$ cat config.mk
export PLATFORM = sky130hd
export DESIGN_NAME = seq_divider
export DESIGN_NICKNAME = d
export VERILOG_FILES = /design/src/rtl/seq_div_pkg.sv /design/src/rtl/seq_div_step.sv /design/src/rtl/seq_divider.sv
export SDC_FILE = /design/constraint.sdc
export NUM_CORES = 1
export LEC_CHECK = 0
export ABC_AREA = 0
export CORE_MARGIN = 5
export CORE_UTILIZATION = 55
export DETAILED_ROUTE_END_ITERATION = 12
export PLACE_DENSITY = 0.87
export SYNTH_ARGS = -nofsm -noshare
export SYNTH_HDL_FRONTEND = slang
export SYNTH_HIERARCHICAL = 1
export SYNTH_SLANG_ARGS = --single-unit
$ cat constraint.sdc
create_clock -name clk -period 4.54 [get_ports clk]
set_input_delay 0.908 -clock clk [delete_from_list [all_inputs] [get_ports clk]]
set_output_delay 0.908 -clock clk [all_outputs]
set_load 0.05 [all_outputs]
$ cat src/rtl/seq_div_pkg.sv
// Shared types and default widths for the sequential restoring divider.
package seq_div_pkg;

  typedef enum logic [1:0] {
    IDLE = 2'd0,
    CALC = 2'd1,
    DONE = 2'd2
  } div_state_t;

  localparam int DIVIDEND_W_DEF = 16;
  localparam int DIVISOR_W_DEF  = 8;
  localparam int CNT_W_DEF      = $clog2(DIVIDEND_W_DEF);

endpackage

$ cat src/rtl/seq_div_step.sv
// One restoring-division iteration: shift the next dividend bit into the
// partial remainder, then subtract the divisor if it fits.
module seq_div_step
  import seq_div_pkg::*;
#(
  parameter int DIVISOR_W = DIVISOR_W_DEF
) (
  input  logic [DIVISOR_W-1:0] rem,
  input  logic                 q_msb,
  input  logic [DIVISOR_W-1:0] divisor,
  output logic [DIVISOR_W-1:0] next_rem,
  output logic                 q_bit
);

  logic [DIVISOR_W-1:0] t_low;
  logic [DIVISOR_W-1:0] diff;
  logic                 borrow;

  // t = {rem, q_msb} is DIVISOR_W+1 bits; its top bit set means t >= divisor
  // outright, and the low-bit difference is then still the correct remainder.
  assign t_low          = {rem[DIVISOR_W-2:0], q_msb};
  assign {borrow, diff} = {1'b0, t_low} - {1'b0, divisor};
  assign q_bit          = rem[DIVISOR_W-1] | ~borrow;
  assign next_rem       = q_bit ? diff : t_low;

endmodule

$ cat src/rtl/seq_divider.sv
// Sequential unsigned restoring divider with valid/ready handshakes on both sides.
// Optional early zero-divisor detection: SEQ_DIVIDER_ZERO_CHECK_EN.
module seq_divider
  import seq_div_pkg::*;
#(
  parameter int DIVIDEND_W = DIVIDEND_W_DEF,
  parameter int DIVISOR_W  = DIVISOR_W_DEF
) (
  input  logic                  clk,
  input  logic                  reset,
  input  logic                  in_valid,
  output logic                  in_ready,
  input  logic [DIVIDEND_W-1:0] dividend,
  input  logic [DIVISOR_W-1:0]  divisor,
  output logic                  out_valid,
  input  logic                  out_ready,
  output logic [DIVIDEND_W-1:0] quotient,
  output logic [DIVISOR_W-1:0]  remainder,
  output logic                  div_by_zero
);

  localparam int CNT_W = $clog2(DIVIDEND_W);

  div_state_t            state, state_next;
  logic [DIVIDEND_W-1:0] q_reg;
  logic [DIVISOR_W-1:0]  rem_reg;
  logic [DIVISOR_W-1:0]  divisor_reg;
  logic [CNT_W-1:0]      cnt;
  logic [DIVISOR_W-1:0]  step_rem;
  logic                  step_bit;
  logic [DIVIDEND_W-1:0] q_shifted;
  logic                  zero_div;

  seq_div_step #(
    .DIVISOR_W (DIVISOR_W)
  ) u_step (
    .rem      (rem_reg),
    .q_msb    (q_reg[DIVIDEND_W-1]),
    .divisor  (divisor_reg),
    .next_rem (step_rem),
    .q_bit    (step_bit)
  );

  assign q_shifted = {q_reg[DIVIDEND_W-2:0], step_bit};
  assign in_ready  = (state == IDLE) && !reset;

`ifdef SEQ_DIVIDER_ZERO_CHECK_EN
  assign zero_div = (divisor == '0);
`else
  assign zero_div = 1'b0;
`endif

  // NOTE: every signal driven here gets a default before the case so no path
  // leaves it unassigned, which would otherwise infer a latch.
  always_comb begin
    state_next = state;
    unique case (state)
      IDLE:    if (in_valid) state_next = zero_div ? DONE : CALC;
      CALC:    if (cnt == '0) state_next = DONE;
      DONE:    if (out_ready) state_next = IDLE;
      default: state_next = IDLE;
    endcase
  end

  // NOTE: sequential state uses non-blocking assignments so every flop samples
  // the pre-edge values, independent of statement order.
  always_ff @(posedge clk) begin
    if (reset) begin
      state       <= IDLE;
      q_reg       <= '0;
      rem_reg     <= '0;
      divisor_reg <= '0;
      cnt         <= '0;
      quotient    <= '0;
      remainder   <= '0;
      out_valid   <= 1'b0;
    end else begin
      state <= state_next;
      unique case (state)
        IDLE: begin
          if (in_valid) begin
            q_reg       <= dividend;
            divisor_reg <= divisor;
            rem_reg     <= '0;
            cnt         <= CNT_W'(DIVIDEND_W - 1);
            // Early zero-divisor result matches what the full iteration would give.
            if (zero_div) begin
              quotient  <= '1;
              remainder <= dividend[DIVISOR_W-1:0];
              out_valid <= 1'b1;
            end
          end
        end
        CALC: begin
          q_reg   <= q_shifted;
          rem_reg <= step_rem;
          cnt     <= cnt - CNT_W'(1);
          if (cnt == '0) begin
            quotient  <= q_shifted;
            remainder <= step_rem;
            out_valid <= 1'b1;
          end
        end
        DONE: begin
          if (out_ready) out_valid <= 1'b0;
        end
        default: ;
      endcase
    end
  end

`ifdef SEQ_DIVIDER_ZERO_CHECK_EN
  always_ff @(posedge clk) begin
    if (reset) begin
      div_by_zero <= 1'b0;
    end else if (state == IDLE && in_valid) begin
      div_by_zero <= zero_div;
    end
  end
`else
  assign div_by_zero = 1'b0;
`endif

endmodule

; Word-level counts from Yosys, hierarchy flattened
; Index checks and enable logic that the tools add are counted.
[totals]
reg_bits = 63
input_bits = 28
out_inout_bits = 27
elab_cells = 42
[op_classes]
add_sub_neg = 2
n_eq_ne = 5
mux = 14
n_bitwise = 2
reduce_logical = 11
[ops]
columns = operator, count
row1 = $pmux 16 s2, 1
row2 = $mux 16, 1
row3 = $mux 8, 2
row4 = $pmux 8 s2, 1
row5 = $sub 8x8->9, 1
row6 = $pmux 4 s2, 1
row7 = $mux 2, 3
row8 = $ne 2x2->1 const B, 3
row9 = $pmux 2 s3, 1
row10 = $reduce_and 2->1, 3
row11 = $reduce_and 3->1, 2
row12 = $logic_not 4->1, 1
row13 = $mux 4, 1
row14 = $reduce_bool 2->1, 2
row15 = $sub 4x1->4 const B, 1
row16 = $eq 2x1->1 const B, 1
row17 = $eq 2x2->1 const B, 1
row18 = $logic_not 2->1, 1
row19 = $mux 1, 2
row20 = $pmux 1 s2, 1
row21 = $logic_and 1x1->1, 1
row22 = $logic_not 1->1, 1
row23 = $not 1->1, 1
row24 = $or 1x1->1, 1

; Longest topological paths before layout
; Gate-level depths: netlist of the first run.
[depth]
word_depth = 5
ltp_mapped = 10
mapped_depth_nobuf = 10

; Modules after synthesis
; Netlist of the first run, hierarchy kept.
[by_module_without_submodules]
columns = mod, instances, cells_per_inst, area_each_um2, seq_area_each_um2
row1 = seq_divider, 1, 288, 2771.4, 1261.2
row2 = seq_div_step, 1, 64, 493.0, 0.0

; Least setup slack after synthesis of the first run
; OpenSTA, ideal clock, no wires.
[synth_path]
path_kind = input port to output port
start = in reset
end = out in_ready
arrival_ns = 2.447
required_time_ns = 3.632
path_slack_ns = 1.185
stages = 4
path_buffers = 3
cell_sequence = clkbuf_1 -> buf_2 -> clkbuf_1 -> nor3_1
[synth_via]
elab_chain_len = 2
[synth_rtl]
columns = element, line
row1 = start: declaration, seq_divider.sv:10  ; input logic reset,
row2 = $logic_not 1->1, seq_divider.sv:45  ; assign in_ready = (state == IDLE) && !reset;
row3 = $logic_and 1x1->1, seq_divider.sv:45
row4 = end: declaration, seq_divider.sv:12  ; output logic in_ready,
; Every way passes these cells.

; Final worst setup path of the first run
[layout_path]
start = reg state[0]
end = out in_ready
[layout_via]
elab_chain_len = 2
[layout_rtl]
columns = element, line
row1 = start: declaration, seq_divider.sv:24  ; div_state_t state, state_next;
row2 = start signal: assignment, seq_divider.sv:78  ; state <= state_next;
row3 = $logic_not 2->1, seq_divider.sv:45
row4 = $logic_and 1x1->1, seq_divider.sv:45
; Every way passes these cells.

==> results of run 1 <==
layer usage:
metal	routed length [µm]	global-route usage	vias up
met3	358	0.0445	16
met2	3340	0.317	80
met5	0	0	-
met4	189	0.0907	0
met1	3240	0.255	1243
li1	-	-	1297
logic make-up after synthesis:
family	Yosys count	share of synthesized area
XOR/XNOR	2	0.00537
AND/OR/NAND/NOR	121	0.192
multiplexers	39	0.121
other	1	0.00115
AO/OA/AOI/OAI	73	0.179
adder cells (fa/ha/maj)	10	0.0406
flip-flops	63	0.386
buffers and inverters	43	0.0747
synthesized netlist by cell type, types with 2 or more instances:
library cell	instances	area, µm²
clkinv_1	2	7.51
nand2b_1	51	319
inv_1	15	56.3
a211oi_1	17	128
ha_1	9	113
nand2_1	2	7.51
a21boi_0	2	15.0
a22oi_1	8	60.1
buf_4	4	30.0
mux2_2	4	45.0
buf_2	4	20.0
o21a_1	2	15.0
a31oi_1	2	12.5
o31ai_1	3	22.5
mux2i_1	35	350
a21o_1	2	15.0
buf_12	2	40.0
nor2_1	54	203
a21oi_1	4	20.0
buf_6	4	45.0
dfxtp_1	63	1260
a211oi_2	2	25.0
o21ai_0	4	20.0
clkbuf_1	12	45.0
o2bb2ai_1	14	123
nor3_1	5	25.0
xnor2_1	2	17.5
nand3_1	2	10.0
o22ai_1	2	12.5
stage by stage:
step	util	power [mW]	hold WS, ns
after floorplan	-	1.01	0.455
after detailed placement	0.636	1.10	0.462
after global routing	0.671	1.68	0.500
after CTS	0.671	1.61	0.479
after global placement	0.636	1.09	0.458
final	0.671	1.60	0.474
final cells by class:
class	count	area, µm²
Fill cell	463	1920
Multi-Input combinational cell	246	1760
Sequential cell	63	1260
Timing Repair Buffer	55	541
Clock buffer	13	169
Tap cell	75	93.8
Inverter	17	63.8
Clock inverter	3	40.0
report_power, final:
group          switching (mW)  internal [mW]
Clock                   0.209          0.297
Combinational           0.251          0.205
Sequential             0.0416          0.599
Total                   0.501           1.10
placed cells by master (no fill, tap or decap), types with 2 or more instances in the layout:
cell type         n
buf_4             2
mux2_2            4
a21oi_1           4
nand2_1           2
clkinv_2          2
a31oi_1           2
ha_1              9
clkinv_1          2
o22ai_1           2
nand3_1           2
a211oi_1         17
nand2b_1         51
clkdlybuf4s50_1  52
nor2_1           54
nor3_1            5
o21a_1            2
dfxtp_1          63
a21boi_0          2
mux2i_1          35
inv_1            15
o2bb2ai_1        14
xnor2_1           2
o21ai_0           4
o31ai_1           3
a21o_1            2
clkbuf_8         12
a22oi_1           8
a211oi_2          2
worst register-to-register path: stages (launching register included):
cell,delay (ns)
dfxtp_1,0.92
nor2b_4,0.52
and3_1,0.40
buf_4,0.42
mux2i_1,0.26
final timing paths:
kind                startpoint  cells past startpoint      endpoint  slack (ns)
setup / recovery      state[0]                      2      in_ready        1.52
hold / removal    remainder[6]                      2  remainder[6]        0.47
setup reg to reg      state[0]                      4   quotient[0]        1.94
hold reg to reg   remainder[6]                      2  remainder[6]        0.47
==> results.py, run 1 <==
metrics = {
    "setup_path": {
        "cp-start-kind": "flip-flop",
        "crit_slowest_cell": "dfxtp_1",
        "crit_chain": "nor3_1 > clkdlybuf4s50_1",
        "crit_family": "flip-flops",
        "crit_buf_inv": 1,
        "slowest_delay_ns": 0.92,
        "crit_required_ns": 3.63,
        "arrival_ns": 2.11,
        "critical_path.max_fanout": 25,
        "critPathCaptureType": "output port",
        "crit_type": "reg -> out",
    },
    "global_routing": {
        "grt_pass1_wl_mm": 11.9,
        "grt_max_degree": 87,
        "overflow": 0,
        "grtUsageTotal": 0.199,
        "antenna_found_initial": 0,
        "grt_pass1_vias": 2522,
    },
    "timing": {
        "hold_viol_final": 0,
        "min_period_ns": 3.02,
        "tightest_slew_ns": 0.911,
        "fin_crit_sh": 0.664,
        "timing.fmax_mhz": 332,
        "rsz0062_at_grt": "no",
        "relSlewSlack": 0.392,
        "skew_ns": 0.00876,
        "report.final.setup_viol": 0,
        "maxSlewViolCount": 0,
        "final.setup.worst_slack_ns": 1.52,
        "fin_setup_tns_ns": 0,
    },
    "detailed_routing": {
        "vias": 2636,
        "drc": 0,
        "vias_per_cell": 5.58,
        "drt_iter0_drc": 148,
        "drtPass1Iterations": 4,
        "ant_nets": 0,
        "wirelength_mm": 7.13,
        "wl_per_cell_um": 15.1,
    },
    "synthesis": {
        "synthesis.nets": 390,
        "synth_ff_type": "dfxtp_1",
        "syn-mean-instance-area_um2": 9.27,
        "synth_cell_types": 49,
        "syn-instance-count": 352,
        "ys_seq_area_frac": 0.386,
        "yosys_warnings": 6,
        "synth_seq_cells": 63,
        "syn_area_um2": 3260,
        "synth_enable_flop_cells": 0,
        "async_flop_share": 0,
    },
    "floorplanning": {
        "core_um2": 5850,
        "die_area_um2": 7580,
        "die-height_um": 87.0,
        "num_io_pins": 55,
        "die_x_um": 87.0,
        "start_util": 0.558,
        "rows": 28,
    },
    "min_path": {
        "min_path_type": "reg -> reg",
    },
    "placed_design": {
        "pre_cts_slack_ns": 1.44,
        "postPlaceCellArea_um2": 3720,
        "routabilityCongestion": 0.849,
        "placed_cells": 456,
        "io_buffers": 53,
        "dp_hpwl_mm": 4.89,
    },
    "clock_network": {
        "cts.repair.resized": 0,
        "cts_setup_buffers": 0,
        "cts.sinks": 63,
        "holdBufCountCts": 0,
        "numCtsBuffers": 9,
        "clkTransAtPathRegs_ns": 0.07,
        "root_buffer": "clkbuf_8",
        "cts_tree": "done",
        "htreeDepth": 3,
        "clockBufferDepth": 2,
        "insertion_delay_ns": 0.34,
    },
    "finish": {
        "area_growth_pct": 20.3,
        "finalNetCount": 430,
        "final_cells": 472,
        "num_antenna_cells": 0,
        "final_cell_area_um2": 3930,
        "drive_gt1_frac": 0.0806,
    },
    "power": {
        "p_per_area_nw_per_um2": 408,
        "p_leak_nw": 1.47,
        "ir_drop_mv": 0.209,
    },
    "flow_run": {
        "max_cap_violations": 0,
    },
    "outcome": {
        "outcome": "finished clean",
    },
}
Power figures use the tool's default switching activity.
==> run 2, diff against run 1 <==
Settings changed: CORE_UTILIZATION 55 to 48, PLACE_DENSITY 0.87 to 0.81.
Clock period 4.54 ns to 2.5 ns, I/O delays scaled along.
==> run 2 against run 1 <==
Clock skew down 0.00070 ns. Utilization down 7.9 points. Critical path depth up 8. Worst hold slack better by 0.0026 ns. Global-route usage down 2.6 points. Non-clock buffer count up 6. Power up 80%. Critical path type is now reg -> reg.
==> results.py, run 2 (synthesized netlist as in run 1, its figures left out) <==
metrics = {
    "timing": {
        "maxSlewViolCount": 0,
        "timing.fmax_mhz": 425,
        "hold_viol_final": 0,
        "tightest_slew_ns": 0.717,
        "final.setup.worst_slack_ns": 0.147,
        "fin_setup_tns_ns": 0,
        "fin_crit_sh": 0.941,
        "min_period_ns": 2.35,
        "relSlewSlack": 0.522,
        "rsz0062_at_grt": "no",
        "skew_ns": 0.00806,
        "report.final.setup_viol": 0,
    },
    "floorplanning": {
        "core_um2": 6720,
        "die_x_um": 92.5,
        "num_io_pins": 55,
        "die_area_um2": 8550,
        "rows": 30,
        "start_util": 0.486,
        "die-height_um": 92.5,
    },
    "setup_path": {
        "cp-start-kind": "flip-flop",
        "crit_type": "reg -> reg",
        "slowest_delay_ns": 0.41,
        "critPathCaptureType": "flip-flop",
        "crit_slowest_cell": "fa_1",
        "crit_buf_inv": 1,
        "critical_path.max_fanout": 8,
        "crit_required_ns": 2.70,
        "crit_family": "compound AO/OA/AOI/OAI gates",
        "arrival_ns": 2.56,
        "crit_chain": "inv_1 > ha_1 > fa_1 > nand2b_1 > a21oi_2 > o21a_4 > a21oi_4 > mux2_2 > a22oi_1 > nor2_1",
    },
    "global_routing": {
        "use_met3": 0.0390,
        "grt_busiest_layer": "met2",
        "grtUsageMet1": 0.216,
        "grt_pass1_wl_mm": 11.9,
        "grtUsageTotal": 0.172,
        "grt_util_met2": 0.277,
        "grt_pass1_vias": 2554,
        "antenna_found_initial": 0,
        "overflow": 0,
        "grt_max_degree": 88,
    },
    "detailed_routing": {
        "wirelength_mm": 6.98,
        "drtPass1Iterations": 4,
        "drt_iter0_drc": 166,
        "vias": 2597,
        "drc": 0,
        "ant_nets": 0,
        "wl_per_cell_um": 14.5,
        "vias_per_cell": 5.38,
    },
    "power": {
        "ir_drop_mv": 0.280,
        "p_leak_nw": 1.49,
        "p_per_area_nw_per_um2": 723,
    },
    "placed_design": {
        "dp_hpwl_mm": 4.85,
        "pre_cts_slack_ns": 0.165,
        "io_buffers": 53,
        "placed_cells": 467,
        "postPlaceCellArea_um2": 3780,
        "routabilityCongestion": 0.839,
    },
    "clock_network": {
        "root_buffer": "clkbuf_8",
        "clockBufferDepth": 2,
        "insertion_delay_ns": 0.34,
        "holdBufCountCts": 0,
        "clkTransAtPathRegs_ns": 0.07,
        "cts.sinks": 63,
        "htreeDepth": 3,
        "numCtsBuffers": 9,
        "cts_tree": "done",
    },
    "finish": {
        "final_cell_area_um2": 3980,
        "fin_util": 0.593,
        "finalNetCount": 436,
        "most-common-layout-cells": "dfxtp_1, nor2_1, nand2b_1, clkdlybuf4s50_1, mux2i_1",
        "final_common_cell": "dfxtp_1",
        "final_cells": 483,
        "drive_gt1_frac": 0.102,
        "num_antenna_cells": 0,
        "area_growth_pct": 22.0,
    },
    "outcome": {
        "outcome": "finished clean",
    },
    "flow_run": {
        "max_cap_violations": 0,
    },
    "min_path": {
        "min_path_type": "reg -> reg",
    },
}
run 2: cell count changes in the layout (fill, tap and decap cells not counted):
| cell | before | now |
|---|---|---|
| clkinvlp_4 | 0 | 2 |
| clkbuf_1 | 1 | 0 |
| clkinv_4 | 0 | 1 |
| nor3_1 | 5 | 4 |
| buf_12 | 0 | 1 |
| clkdlybuf4s50_1 | 52 | 51 |
| inv_6 | 0 | 1 |
| nor3_2 | 0 | 1 |
| o21ai_0 | 4 | 3 |
| clkbuf_8 | 12 | 9 |
| buf_4 | 2 | 8 |
| o21ai_1 | 0 | 1 |
run 2: worst min-delay path: cells and delay by family, from the launching register on:
family / cells / cell delay [ns]
AND/OR/NAND/NOR: 1 / 0.06
flip-flops: 1 / 0.31
multiplexers: 1 / 0.06
run 2: path summary, 6_finish.rpt:
kind	start	to	slack (ns)	depth (start not counted)
worst max-delay path	q_reg[15]	rem_reg[3]	0.15	10
worst min-delay path	quotient[4]	quotient[4]	0.48	2
worst max register to register	q_reg[15]	rem_reg[3]	0.15	10
worst min register to register	quotient[4]	quotient[4]	0.48	2
run 2: stage by stage:
stage	power, mW	hold slack (ns)
3_5_place_dp	2.02	0.462
5_1_grt	3.05	0.492
2_1_floorplan	1.83	0.455
3_3_place_gp	2.00	0.457
6_report	2.88	0.476
4_1_cts	2.90	0.482
run 2: power breakdown:
group / switching, mW / internal (mW)
Clock: 0.411 / 0.461
Sequential: 0.0618 / 1.09
Combinational: 0.466 / 0.391
Total: 0.938 / 1.94
run 2: layout make-up:
type                       instances  area (µm²)
clock buffer                       9         124
timing repair buffer              61         596
sequential                        63        1260
clock inverter                     7        72.6
tap                               80         100
multi-input combinational        246        1760
inverter                          17        63.8
fill                             569        2740
run 2: repair_timing:
action / CTS / global route
resized for setup: 0 / 1
setup buffers: 0 / 0
endpoints found under the setup margin: 0 / 2
run 2: per-layer routing:
metal | vias to the layer above | part of all wire | wire length, µm
met4 | 0 | 0.021 | 148
met1 | 1208 | 0.47 | 3280
met3 | 13 | 0.048 | 336
li1 | 1316 | - | -
met2 | 60 | 0.46 | 3210
met5 | - | 0 | 0
==> run 3, diff against run 2 <==
Settings changed: CORE_UTILIZATION 48 to 55, PLACE_DENSITY 0.81 to 0.89, REMOVE_ABC_BUFFERS from default to 1, SYNTH_HIERARCHICAL 1 to default.
Clock period 2.5 ns to 2.9 ns, I/O delays scaled along.
==> run 3 against run 2 <==
First-iteration DRC count down 9.6%. Critical endpoint is now in_ready. Via count up 4.1%. Wire length up 5.4%. Critical path type is now in -> out. Cell count down 3.7%. Power down 14%. Clock-buffer cell count up 3. Clock power down 6.7%. Non-clock buffer count up 1. Sequential power down 14%. Largest power group unchanged. Design area down 6.3%. Largest cell class unchanged.
==> results.py, run 3 <==
metrics = {
    "clock_network": {
        "cts_tree": "done",
        "insertion_delay_ns": 0.34,
        "clkTransAtPathRegs_ns": 0.07,
        "cts.sinks": 63,
        "root_buffer": "clkbuf_8",
        "clockBufferDepth": 2,
        "htreeDepth": 3,
        "cts.repair.resized": 0,
        "numCtsBuffers": 9,
        "holdBufCountCts": 0,
        "cts_setup_buffers": 0,
    },
    "power": {
        "p_leak_nw": 1.47,
        "ir_drop_mv": 0.394,
        "p_per_area_nw_per_um2": 664,
    },
    "setup_path": {
        "crit_required_ns": 2.32,
        "rrSetupSlack_ns": 0.66,
        "crit_family": "buffers and inverters",
        "slowest_delay_ns": 0.46,
        "crit_slowest_cell": "clkdlybuf4s50_1",
        "arrival_ns": 1.69,
        "critPathCaptureType": "output port",
        "crit_type": "in -> out",
        "critical_path.max_fanout": 3,
        "crit_buf_inv": 2,
        "crit_chain": "clkdlybuf4s50_1 > nor3_1 > buf_12",
        "cp-start-kind": "input pin",
    },
    "synthesis": {
        "yosys_warnings": 0,
        "syn-instance-count": 340,
        "ys_seq_area_frac": 0.430,
        "synth_most_common_cell": "dfxtp_1",
        "synth_enable_flop_cells": 0,
        "synth_common_cells": "dfxtp_1, nand2_1, nor2_1",
        "synth_seq_cells": 63,
        "synth_area_leaders": "dfxtp_1, nand2_1, o221a_2",
        "syn-mean-instance-area_um2": 8.63,
        "syn_area_um2": 2930,
        "synth_top_cell_by_area": "dfxtp_1",
        "synth_top_area_frac": 0.430,
        "synth_ff_type": "dfxtp_1",
        "synth_cell_types": 47,
        "async_flop_share": 0,
    },
    "detailed_routing": {
        "vias": 2704,
        "highest_layer": "met4",
        "wl_met1_mm": 3.20,
        "drtPass1Iterations": 4,
        "drt_iter0_drc": 150,
        "dr_wl_met2_mm": 3.51,
        "wl_per_cell_um": 15.8,
        "ant_nets": 0,
        "vias_per_cell": 5.82,
        "wirelength_mm": 7.36,
        "drc": 0,
        "met3_length_um": 524,
    },
    "finish": {
        "area_growth_pct": 27.2,
        "drive_gt1_frac": 0.109,
        "finalNetCount": 428,
        "final_cells": 465,
        "final_common_cell": "dfxtp_1",
        "most-common-layout-cells": "dfxtp_1, clkdlybuf4s50_1, nand2_1",
        "fin_util": 0.726,
        "num_antenna_cells": 0,
    },
    "flow_run": {
        "max_cap_violations": 0,
    },
    "global_routing": {
        "grt_max_degree": 26,
        "grt_pass1_vias": 2517,
        "overflow": 0,
        "grt_pass1_wl_mm": 12.0,
        "antenna_found_initial": 0,
        "grtUsageTotal": 0.212,
    },
    "placed_design": {
        "routabilityCongestion": 0.844,
        "dp_hpwl_mm": 5.15,
        "pre_cts_slack_ns": 0.479,
        "io_buffers": 53,
        "placed_cells": 449,
    },
    "timing": {
        "tightest_slew_ns": 0.752,
        "final.setup.worst_slack_ns": 0.628,
        "maxSlewViolCount": 0,
        "rsz0062_at_grt": "no",
        "fin_crit_sh": 0.783,
        "min_period_ns": 2.27,
        "relSlewSlack": 0.497,
        "report.final.setup_viol": 0,
        "hold_viol_final": 0,
        "timing.fmax_mhz": 440,
        "fin_setup_tns_ns": 0,
        "skew_ns": 0.00671,
    },
    "floorplanning": {
        "rows": 26,
        "die_x_um": 83.0,
        "start_util": 0.571,
        "core_um2": 5140,
        "die-height_um": 83.0,
        "num_io_pins": 55,
        "die_area_um2": 6890,
    },
    "min_path": {
        "min_path_type": "reg -> reg",
    },
    "outcome": {
        "outcome": "finished clean",
    },
}
[run 3: worst min-delay path: stages (launching register included)]
cell and delay, ns:
dfxtp_1 0.31, nand2_1 0.05, a21oi_1 0.05
[run 3: final cells by class]
class	instances	area (µm²)
inverters	16	60.1
flip-flops and latches	63	1260
clock inverters	4	70.1
well taps	70	87.6
clock buffers	12	135
multi-input cells	238	1510
repair buffers	62	608
fillers	389	1410
[run 3: cells by family after synthesis]
family	after synthesis	share of synthesized area
DFF	63	0.430
muxes	12	0.0427
adders and majority gates	10	0.0452
other	1	0.00128
buffers and inverters	39	0.0559
AOI/OAI and AO/OA	101	0.255
and+or+nand+nor	112	0.164
xor gates and xnor gates	2	0.00597
[run 3: stage by stage]
stage	total power, mW	hold slack (ns)	cell area [µm²]
global route	2.60	0.473	3730
global placement	1.65	0.442	3520
CTS	2.48	0.455	3730
detailed placement	1.67	0.446	3520
finish	2.48	0.454	3730
floorplan	1.46	0.436	2830
[run 3: per-layer routing]
layer | GRT usage | up-vias
met1 | 0.268 | 1272
met3 | 0.0634 | 16
met2 | 0.343 | 108
met5 | 0 | -
met4 | 0.0728 | 0
li1 | - | 1308
[run 3: path summary, 6_finish.rpt]
check               from      endpoint  depth (start not counted)
max                reset      in_ready                          3
max reg2reg    q_reg[15]  remainder[0]                          9
min reg2reg  quotient[9]   quotient[9]                          2
min          quotient[9]   quotient[9]                          2
[run 3: report_power, final]
group / internal (mW) / switching (mW) / leakage [nW]
clock network: 0.482 / 0.331 / 0.104
logic: 0.285 / 0.386 / 0.849
registers: 0.938 / 0.0547 / 0.516
total: 1.70 / 0.772 / 1.47
==> variant (config.mk and constraints of run 3) <==
Re-encode `div_state_t` (3 states) as one-hot, 3 bits wide.
--- a/src/rtl/seq_div_pkg.sv
+++ b/src/rtl/seq_div_pkg.sv
@@ -3,6 +3,6 @@
 
-  typedef enum logic [1:0] {
-    IDLE = 2'd0,
-    CALC = 2'd1,
-    DONE = 2'd2
+  typedef enum logic [2:0] {
+    IDLE = 3'b001,
+    CALC = 3'b010,
+    DONE = 3'b100
   } div_state_t;
Behaviour: same outputs for any inputs over 10 cycles, from zero or initial values and one cycle with reset high; not proved beyond that.
==> variant against run 3 <==
- synthesized cell count grew 7.9%
- worst setup slack lost 270 ps
- area after synthesis grew 0.55%
- core utilization grew 0.32 points
- sequential cell count grew 1
- wire length shrank 4.4%
- global-route usage shrank 0.81 points
- design area grew 1.1%
- critical endpoint is now remainder[6]
- largest cell class unchanged
Power is not compared: it rests on default switching activity, and its combinational part moved more than twofold at a synthesized area within 25%.
==> variant: results (changes against run 3) <==
- GR Util met2: 33.5% (was 34.3%)
- Worst-path maximum fanout: 16 (was 3)
- Met1 WL: 3060 µm (was 3200 µm)
- Hold path startpoint: quotient[11] (was quotient[9])
- CP max-delay cell: a221oi_1 (was clkdlybuf4s50_1)
- GR Util All Layers: 20.4% (was 21.2%)
- Starting DRT DRC Count: 194 (was 150)
- Commonest cells in the netlist: nand2_1, dfxtp_1, nor2_1 (was dfxtp_1, nand2_1, nor2_1)
- Worst Hold Endpoint: quotient[11] (was quotient[9])
- Met1 Resource Use GR: 24.7% (was 26.8%)
- Via/cell ratio: 5.52 (was 5.82)
- Wire length on met3: 468 µm (was 524 µm)
- Vias in the first global route: 2,554 (was 2,517)
- WL met2: 3350 µm (was 3510 µm)
- Status: complete, no violations (unchanged)
- CP delay by family, top: compound AO/OA/AOI/OAI gates (was buffers and inverters)
- Hold Worst Slack: 454 ps (about the same)
- Post-DP HPWL: 4800 µm (was 5150 µm)
- Largest net degree at the start of global routing: 50 (was 26)
- Xor and xnor area share after synthesis: 0.891% (was 0.597%)
- First-pass GRT wire length: 11,600 µm (was 12,000 µm)
- Unique masters post-synth: 48 (was 47)
- Nets@finish: 452 (was 428)
- Max frequency: 393 MHz (was 440 MHz)
- Layout cell share with drive strength beyond 1: 8.59% (was 10.9%)
- Mux contribution to synthesized area: 2.80% (was 4.27%)
- Clock skew after layout: 8.24 ps (was 6.71 ps)
- Worst-margin pin slew: 610 ps (was 752 ps)
- DRT Wirelength: 7040 µm (was 7360 µm)
- Placed Cells: 473 (was 449)
-- variant: cell count changes after synthesis, sizes merged, moves of 5 or more --
cell / before / now
nand2: 46 / 72
a311oi: 1 / 18
a2bb2oi: 14 / 0
o221a: 14 / 0
a21oi: 29 / 37
nor2: 42 / 49
a211oi: 10 / 5
mux2i: 11 / 6
-- variant: final cells by class --
class | instances | area, µm²
clock buffer | 11 | 141
clock inverter | 5 | 104
fill | 372 | 1400
inverter | 16 | 60.1
multi-input combinational | 262 | 1500
sequential | 64 | 1280
tap | 70 | 87.6
timing repair buffer | 61 | 596
-- variant: power breakdown --
| part | switching (µW) | total [µW] | internal [µW] |
|---|---|---|---|
| Sequential | 30.8 | 953 | 922 |
| Clock | 344 | 939 | 595 |
| Combinational | 186 | 330 | 144 |
-- variant: cell families after synthesis --
logic type               count (synthesis)
multiplexers                             8
adder cells (fa/ha/maj)                 10
other                                    1
buffers and inverters                   41
AO/OA/AOI/OAI                           93
XOR/XNOR                                 3
flip-flops                              64
AND/OR/NAND/NOR                        147
